===== config.mk =====
export PLATFORM = sky130hd
export DESIGN_NAME = trackball_quadrature
export DESIGN_NICKNAME = d
export VERILOG_FILES = /design/src/rtl/trackball_quadrature.sv
export SDC_FILE = /design/constraint.sdc
export NUM_CORES = 1
export LEC_CHECK = 0
export CAP_MARGIN = 40
export CORE_MARGIN = 5
export CORE_UTILIZATION = 24
export CTS_BUF_LIST = sky130_fd_sc_hd__clkbuf_8
export DETAILED_ROUTE_END_ITERATION = 7
export DONT_BUFFER_PORTS = 1
export PLACE_DENSITY_LB_ADDON = 0.08
export SYNTH_ARGS = -nofsm -noshare
export SYNTH_HDL_FRONTEND = slang
export SYNTH_SLANG_ARGS = --single-unit

===== constraint.sdc =====
create_clock -name clk_sys -period 12.8 [get_ports clk_sys]
set_input_delay 0.64 -clock clk_sys [delete_from_list [all_inputs] [get_ports clk_sys]]
set_output_delay 0.64 -clock clk_sys [all_outputs]
set_load 0.03 [all_outputs]

===== src/rtl/trackball_quadrature.sv =====
// PS/2 mouse deltas to Centipede trackball stream: per-axis saturating accumulators drained one step per tick.
// Define TRACKBALL_JOY_EN to add the joy_i port, which overrides the accumulators while a direction is held.
module trackball_quadrature #(
    parameter int STEP_DIV = 64,
    parameter int ACC_W    = 12
) (
    input  logic        clk_sys,
    input  logic        reset_n,
    input  logic [24:0] ps2_mouse,
    input  logic        flip,
`ifdef TRACKBALL_JOY_EN
    input  logic [3:0]  joy_i,
`endif
    output logic [3:0]  trak_o,
    output logic        busy_o
);

    typedef struct packed {
        logic [ACC_W-1:0] acc;
        logic             dir;
        logic             step;
    } axis_t;

    localparam logic [11:0]      DIV_LAST = 12'(STEP_DIV - 1);
    localparam logic [ACC_W-1:0] ACC_ZERO = {ACC_W{1'b0}};
    localparam logic [ACC_W-1:0] ACC_MAX  = {1'b0, {(ACC_W-1){1'b1}}};
    localparam logic [ACC_W-1:0] ACC_MIN  = {1'b1, {(ACC_W-1){1'b0}}};

    // acc - s + delta evaluated two bits wider, then clamped so the accumulator never wraps
    function automatic logic [ACC_W-1:0] sat_sum(input logic [ACC_W-1:0] acc,
                                                 input logic [1:0]       s,
                                                 input logic [ACC_W-1:0] delta);
        logic [ACC_W+1:0] sum;
        sum = {{2{acc[ACC_W-1]}}, acc} - {{ACC_W{s[1]}}, s} + {{2{delta[ACC_W-1]}}, delta};
        if (!sum[ACC_W+1] && (sum[ACC_W:ACC_W-1] != 2'b00)) begin
            sat_sum = ACC_MAX;
        end else if (sum[ACC_W+1] && (sum[ACC_W:ACC_W-1] != 2'b11)) begin
            sat_sum = ACC_MIN;
        end else begin
            sat_sum = sum[ACC_W-1:0];
        end
    endfunction

    // Sign-extended packet delta; flip negates it so the accumulated sign is frozen at accept time
    function automatic logic [ACC_W-1:0] mk_delta(input logic sgn, input logic [7:0] mag, input logic inv);
        logic [ACC_W-1:0] raw;
        raw = {{(ACC_W-8){sgn}}, mag};
        if (inv) begin
            mk_delta = ~raw + {{(ACC_W-1){1'b0}}, 1'b1};
        end else begin
            mk_delta = raw;
        end
    endfunction

    function automatic axis_t axis_next(input axis_t cur, input logic tick, input logic pos,
                                        input logic neg, input logic [ACC_W-1:0] delta);
        axis_t      nxt;
        logic [1:0] s;
        nxt = cur;
        s   = 2'b00;
        if (tick && (pos || neg)) begin
            // joystick owns the axis: accumulator is neither drained nor stepped from
            if (pos != neg) begin
                nxt.dir  = pos;
                nxt.step = ~cur.step;
            end else begin
                nxt.step = cur.step;
            end
        end else if (tick && (cur.acc != ACC_ZERO)) begin
            s        = cur.acc[ACC_W-1] ? 2'b11 : 2'b01;
            nxt.dir  = ~cur.acc[ACC_W-1];
            nxt.step = ~cur.step;
        end else begin
            s = 2'b00;
        end
        nxt.acc = sat_sum(cur.acc, s, delta);
        return nxt;
    endfunction

    logic             toggle_r;
    logic             armed_r;
    logic             busy_r;
    logic [11:0]      div_r;
    axis_t            ax_r;
    axis_t            ay_r;
    logic             tick_s;
    logic             pkt_s;
    logic [3:0]       joy_s;
    logic [ACC_W-1:0] dx_s;
    logic [ACC_W-1:0] dy_s;
    axis_t            ax_nxt_s;
    axis_t            ay_nxt_s;
    logic             unused_s;

`ifdef TRACKBALL_JOY_EN
    assign joy_s = joy_i;
`else
    assign joy_s = 4'b0000;
`endif
    assign unused_s = ^{ps2_mouse[7:6], ps2_mouse[3:0]};

    // Packet/tick detection and next-state for both axes
    always_comb begin
        tick_s = (div_r == DIV_LAST);
        pkt_s  = armed_r & (toggle_r ^ ps2_mouse[24]);
        if (pkt_s) begin
            dx_s = mk_delta(ps2_mouse[4], ps2_mouse[15:8], flip);
            dy_s = mk_delta(ps2_mouse[5], ps2_mouse[23:16], flip);
        end else begin
            dx_s = ACC_ZERO;
            dy_s = ACC_ZERO;
        end
        ax_nxt_s = axis_next(ax_r, tick_s, joy_s[3], joy_s[2], dx_s);
        ay_nxt_s = axis_next(ay_r, tick_s, joy_s[1], joy_s[0], dy_s);
    end

    // State registers; armed_r masks a toggle bit already high when reset releases
    always_ff @(posedge clk_sys or negedge reset_n) begin
        if (!reset_n) begin
            toggle_r <= 1'b0;
            armed_r  <= 1'b0;
            div_r    <= 12'd0;
            ax_r     <= '{acc: ACC_ZERO, dir: 1'b0, step: 1'b0};
            ay_r     <= '{acc: ACC_ZERO, dir: 1'b0, step: 1'b0};
            busy_r   <= 1'b0;
        end else begin
            toggle_r <= ps2_mouse[24];
            armed_r  <= 1'b1;
            div_r    <= tick_s ? 12'd0 : div_r + 12'd1;
            ax_r     <= ax_nxt_s;
            ay_r     <= ay_nxt_s;
            busy_r   <= (ax_r.acc != ACC_ZERO) | (ay_r.acc != ACC_ZERO);
        end
    end

    assign trak_o = {ax_r.dir, ax_r.step, ay_r.dir, ay_r.step};
    assign busy_o = busy_r;

endmodule

# Yosys cells after proc, flatten, opt, wreduce, memory -nomap -nowiden

Index checks and enable logic that the tools add are counted.

Register bits: 43
Output and inout bits: 5

Add/sub/neg operators: 7
Equality and inequality tests: 3
Mux-type cells: 13
Bitwise logic cells: 9
Reductions and logical operators: 12

Operators with widths:

| kind                    | count |
|---|---|
| $mux W12                | 9 |
| $add A12 B1 Y12 const B | 3 |
| $add A13 B12 Y14        | 2 |
| $sub A12 B2 Y13         | 2 |
| $not A12 Y12            | 2 |
| $reduce_bool A12 Y1     | 2 |
| $eq A12 B6 Y1 const B   | 1 |
| $mux W2                 | 4 |
| $logic_and A1 B1 Y1     | 6 |
| $ne A2 B2 Y1 const B    | 2 |
| $not A1 Y1              | 4 |
| $reduce_bool A2 Y1      | 2 |
| $logic_not A1 Y1        | 2 |
| $and A1 B1 Y1           | 1 |
| $or A1 B1 Y1            | 1 |
| $xor A1 B1 Y1           | 1 |

# Longest topological paths before layout

Depth after elaboration: 9
Gate-level depth with buffers: 19

# Worst setup path after synthesis

OpenSTA, ideal clock, no wires.

Path type: flip-flop to flip-flop
From: reg div_r[11]
To: reg ax_r[5] (netlist bit)
Library setup time: 131 ps
Data arrival time: 4254 ps
Path slack: 8415 ps
Cell stages (with the launch flop): 17
Path buffers: 1
Cell sequence: dfrtp_1 or4_1 nor3_1 nor2b_1 buf_2 nand2_1 inv_1 fa_1 inv_1 ha_1 o211ai_2 a21oi_2 o41a_1 a2111o_1 a21o_1 a31oi_4 nor3_2

RTL lines:

| element                | line | text |
|---|---|---|
| from (decl)            | 83   | `logic [11:0] div_r;` |
| from (signal assigned) | 129  | `div_r <= tick_s ? 12'd0 : div_r + 12'd1;` |
| to (signal assigned)   | 123  | `ax_r <= '{acc: ACC_ZERO, dir: 1'b0, step: 1'b0};` |
| to (signal assigned)   | 130  | `ax_r <= ax_nxt_s;` |
| to (decl)              | 84   | `axis_t ax_r;` |

==> summary by stage <==
Worst setup path
The flop-to-flop setup slack is 7.68 ns. For the worst setup path, the data required time is 12.96 ns. The type of origin of the critical path is a flop. The startpoint of the most critical register-to-register path is div_r[10]$_DFF_PN0_.

At the worst endpoint, the arrival time is 5.28 ns. The maximum fanout along the worst path is 9. Measured in cells, the most critical reg-to-reg path has a length of 16.

The launching instance or port of the critical path is div_r[10]$_DFF_PN0_. The nature of the critical path endpoint is a flop. The reg-to-reg critical path endpoint is ay_r[12]$_DFF_PN0_. The end point of the critical path is ay_r[12]$_DFF_PN0_. The critical setup path kind is reg2reg.

Global routing
The met3 usage in global routing is 0.0207. The total congestion overflow after global routing is 0. For this run, the total global-route usage over all layers was measured as 0.108. The met1 usage is 0.132.

The global-route wire length before repair is 17300 µm. In this run the most used layer during global routing was met2. The global routing usage on met2 is 0.196. The via count of the first global-routing pass was 3343. The number of antenna violations at the first check in global routing is 0. Entering global routing, the biggest net connects 44 pins.

Power
Overall power consumption after layout is estimated at 1.26 mW. The leakage dissipation is 2.05 nW. Of the total power, registers draw 0.167. Across the VDD grid, the largest voltage drop is 0.147 mV. Internal power comes to 607 µW. The clock power share is 0.074. Summed over all nets, the switching power comes to 655 µW. The proportion of power drawn by combinational gates is 0.759. The fraction of power spent switching nets is 0.519. The power density over the cells is 283 nW/µm².

Yosys
The synthesized design contains 43 register bits. The synthesized design contains 0 enable-type register cells. The post-synthesis cell area is 4100 µm². After technology mapping, the gate count stands at 488. The share of the Yosys chip area taken by registers is 0.263.

In the synthesized netlist the dominant register cell turns out to be sky130_fd_sc_hd__dfrtp_1. The share of synthesized registers carrying an async set or reset is 1.00. For this run, the number of Yosys warnings is 0.

The number of different library cells used by synthesis comes to 59. After synthesis, the mean cell area works out to 8.39 µm². The synthesized netlist net count is 569.

STA
The final count of pins violating max slew is 0. In the finished design, the share of the clock period the worst path needs comes to 0.400. The final setup TNS is 0 ns.

The hold violation count in the final report is 0. Setup repair after global routing left no endpoint under its margin. The timing-limited maximum frequency is 195 MHz. For the final database, setup skew stands at 0.0101 ns.

The slew of the pin with the lowest slew margin is 0.748 ns. Final hold analysis gives a worst-case slack of 0.141 ns. The number of endpoints failing setup at the final stage is 0. Across all setup checks in the final design, the least slack found is 7.68 ns.

The worst slew slack as a fraction of its limit is 0.500. Counting I/O delays and the setup requirement, the final critical path takes 5.12 ns.

Detailed routing
The routed length per placed instance is 14.6 µm. Summed over all layers, the routed wires come to 10300 µm. The first routing iteration left 97 violations. For this run, the detailed router's first-pass iteration total came to 4. The post-detailed-route count of antenna-violating nets is 0.

The routed layout has 3160 vias. In the routed design, unresolved DRC markers number 0. Dividing the detail-routed via count by the number of cells gives 4.45.

CTS
The number of post-CTS setup repair buffers is 0. Clock-pin slew was measured on the worst setup and hold paths at 0.10 ns. The clock reaches the later pin of the worst-skew pair after 0.30 ns. The number of clock sinks is 43. The number of buffers added by the clock tree synthesis step is 5.

The H-tree was split into 2 levels. The root cell of the clock tree is sky130_fd_sc_hd__clkbuf_8. The maximum buffer depth of the clock tree is 2. TritonCTS built the clock tree.

Job
Max-cap violations in this run came to 0.

Cells and area
Fill cells in the final layout number 1829. In the final design database the tool counted 570 nets. The number of diodes is 0. The share of final-layout standard cells stronger than drive strength 1 is 0.0571. The synthesis-to-finish area growth is 8.89%.

Die
The initial cell density of the core is 0.246. The die covers 19800 µm². The die outline height is 141 µm. The number of top-level pins is 33. The floorplan step set the die width to 141 µm. After floorplanning, the core was divided into 47 placement rows. The region available for standard cell placement spans 16600 µm².

Status
The run finished with clean final reports.

Placed design
The half-perimeter wire length after detailed placement is 8480 µm. Before CTS, the worst setup slack after placement is 7.55 ns. At the end of routability-driven placement, the weighted congestion stood at 0.775. Buffers placed on the I/O ports in this run total 0.

Min path
The tightest min-delay check is of the in2async type.
==> sequential cells by signal (all words and copies together), names as in the netlist <==
register	cells
armed_r	1
busy_o	1
div_r	12
toggle_r	1
ax_r	12
trak_o	4
ay_r	12
==> cell usage after synthesis, types with 2 or more instances <==
cell type	number	area share
sky130_fd_sc_hd__a211oi_1	2	0.0037
sky130_fd_sc_hd__a21o_1	7	0.013
sky130_fd_sc_hd__a21oi_1	41	0.050
sky130_fd_sc_hd__a221oi_1	2	0.0043
sky130_fd_sc_hd__a31oi_1	3	0.0046
sky130_fd_sc_hd__and2_1	3	0.0046
sky130_fd_sc_hd__and3_1	5	0.0076
sky130_fd_sc_hd__and3_2	2	0.0037
sky130_fd_sc_hd__buf_4	4	0.0073
sky130_fd_sc_hd__clkbuf_1	5	0.0046
sky130_fd_sc_hd__dfrtp_1	43	0.26
sky130_fd_sc_hd__fa_1	22	0.11
sky130_fd_sc_hd__ha_1	31	0.095
sky130_fd_sc_hd__inv_1	87	0.080
sky130_fd_sc_hd__mux2i_1	2	0.0049
sky130_fd_sc_hd__nand2_1	42	0.038
sky130_fd_sc_hd__nand2b_1	5	0.0076
sky130_fd_sc_hd__nand3_1	12	0.015
sky130_fd_sc_hd__nor2_1	27	0.025
sky130_fd_sc_hd__nor2b_1	10	0.015
sky130_fd_sc_hd__nor3_1	8	0.0098
sky130_fd_sc_hd__nor3b_1	2	0.0037
sky130_fd_sc_hd__nor4_1	8	0.012
sky130_fd_sc_hd__o211ai_1	3	0.0055
sky130_fd_sc_hd__o21a_1	5	0.0092
sky130_fd_sc_hd__o21ai_0	26	0.032
sky130_fd_sc_hd__o21ai_1	2	0.0024
sky130_fd_sc_hd__o21bai_1	2	0.0037
sky130_fd_sc_hd__o31ai_1	4	0.0073
sky130_fd_sc_hd__o41a_1	2	0.0055
sky130_fd_sc_hd__o41ai_1	4	0.0086
sky130_fd_sc_hd__or2_2	3	0.0046
sky130_fd_sc_hd__or4_1	2	0.0037
sky130_fd_sc_hd__xnor2_1	26	0.056
sky130_fd_sc_hd__xor2_1	12	0.026
==> final cells by class <==
type / count / area [µm²] / share of cell area
clock buffers: 5 / 68.8 / 0.0154
clock inverters: 3 / 23.8 / 0.00533
inverters: 87 / 327 / 0.0732
multi-input cells: 347 / 2630 / 0.591
flip-flops and latches: 43 / 1080 / 0.241
well taps: 220 / 275 / 0.0617
repair buffers: 5 / 55.1 / 0.0123
==> logic make-up (layout without fill, tap and decap cells) <==
group | Yosys count | in the layout | synth area share
simple gates | 134 | 134 | 0.160
compound gates | 118 | 118 | 0.190
buf+inv | 98 | 100 | 0.0941
fa+ha+maj | 53 | 53 | 0.202
flops | 43 | 43 | 0.263
xor+xnor | 39 | 39 | 0.0852
mux | 2 | 2 | 0.00489
other cells | 1 | 1 | 0.000916
==> worst max-delay path: stages (launching register included) <==
cell and delay [ns]:
sky130_fd_sc_hd__dfrtp_1 0.41, sky130_fd_sc_hd__or4_1 0.50, sky130_fd_sc_hd__nor3_1 0.26, sky130_fd_sc_hd__nor2b_1 0.31, sky130_fd_sc_hd__buf_4 0.22, sky130_fd_sc_hd__nand2_1 0.11
sky130_fd_sc_hd__inv_1 0.44, sky130_fd_sc_hd__fa_1 0.51, sky130_fd_sc_hd__inv_1 0.07, sky130_fd_sc_hd__ha_1 0.27, sky130_fd_sc_hd__a21oi_1 0.34, sky130_fd_sc_hd__nand2_1 0.13
sky130_fd_sc_hd__a22o_1 0.27, sky130_fd_sc_hd__o221ai_2 0.34, sky130_fd_sc_hd__xor2_2 0.18, sky130_fd_sc_hd__a21oi_1 0.53, sky130_fd_sc_hd__a21oi_1 0.09
==> power by group through the flow <==
| stage | combinational [mW] | clock, mW | sequential [mW] |
|---|---|---|---|
| detailed placement | 0.963 | 0 | 0.216 |
| finish | 0.958 | 0.0936 | 0.211 |
| floorplan | 0.766 | 0 | 0.201 |
| global route | 1.10 | 0.106 | 0.217 |
| global placement | 0.960 | 0 | 0.217 |
| CTS | 0.969 | 0.0991 | 0.213 |
==> per-layer routing <==
layer | share of wire | vias to the layer above
li1 | - | 1629
met1 | 0.45 | 1496
met2 | 0.51 | 28
met3 | 0.032 | 7
met4 | 0.0089 | 0
met5 | 0 | -
==> worst min path at each step <==
stage	slack (ns)	cells after the start	from	endpoint
CTS	0.001	0	reset_n	div_r[9]$_DFF_PN0_
floorplan	0.34	0	reset_n	armed_r$_DFF_PN0_
global placement	0.35	0	reset_n	trak_o[2]$_DFFE_PN0P_
finish	0.14	1	reset_n	ax_r[7]$_DFF_PN0_
detailed placement	0.35	0	reset_n	trak_o[2]$_DFFE_PN0P_
global route	0.14	1	reset_n	ax_r[13]$_DFF_PN0_
==> layout by cell type, fill, tap and decap left out, types with 3 or more instances in the layout <==
cell type / n
sky130_fd_sc_hd__clkbuf_8: 5
sky130_fd_sc_hd__xor2_1: 12
sky130_fd_sc_hd__nor2b_1: 10
sky130_fd_sc_hd__and2_1: 3
sky130_fd_sc_hd__o21a_1: 5
sky130_fd_sc_hd__xnor2_1: 26
sky130_fd_sc_hd__a21oi_1: 41
sky130_fd_sc_hd__inv_1: 87
sky130_fd_sc_hd__nand2_1: 42
sky130_fd_sc_hd__fa_1: 22
sky130_fd_sc_hd__nand3_1: 12
sky130_fd_sc_hd__a31oi_1: 3
sky130_fd_sc_hd__o211ai_1: 3
sky130_fd_sc_hd__nor2_1: 27
sky130_fd_sc_hd__ha_1: 31
sky130_fd_sc_hd__nor3_1: 8
sky130_fd_sc_hd__dfrtp_1: 43
sky130_fd_sc_hd__o21ai_0: 26
sky130_fd_sc_hd__or2_2: 3
sky130_fd_sc_hd__nand2b_1: 5
sky130_fd_sc_hd__and3_1: 5
sky130_fd_sc_hd__nor4_1: 8
sky130_fd_sc_hd__o41ai_1: 4
sky130_fd_sc_hd__a21o_1: 7
sky130_fd_sc_hd__o31ai_1: 4
==> through the flow <==
stage               instances  cell area (µm²)   util
floorplan                 488             4100      -
global placement          699             4330  0.260
detailed placement        699             4330  0.260
CTS                       707             4420  0.266
global route              710             4460  0.268
finish                    710             4460  0.268
==> what timing repair did <==
| item | 4_1_cts | 5_1_grt |
|---|---|---|
| hold buffers | 0 | 3 |
| resized for setup | 0 | 0 |
| endpoints found under the setup margin | 0 | 0 |
| hold endpoints to repair | 0 | 16 |
(Power assumes the default switching activity.)
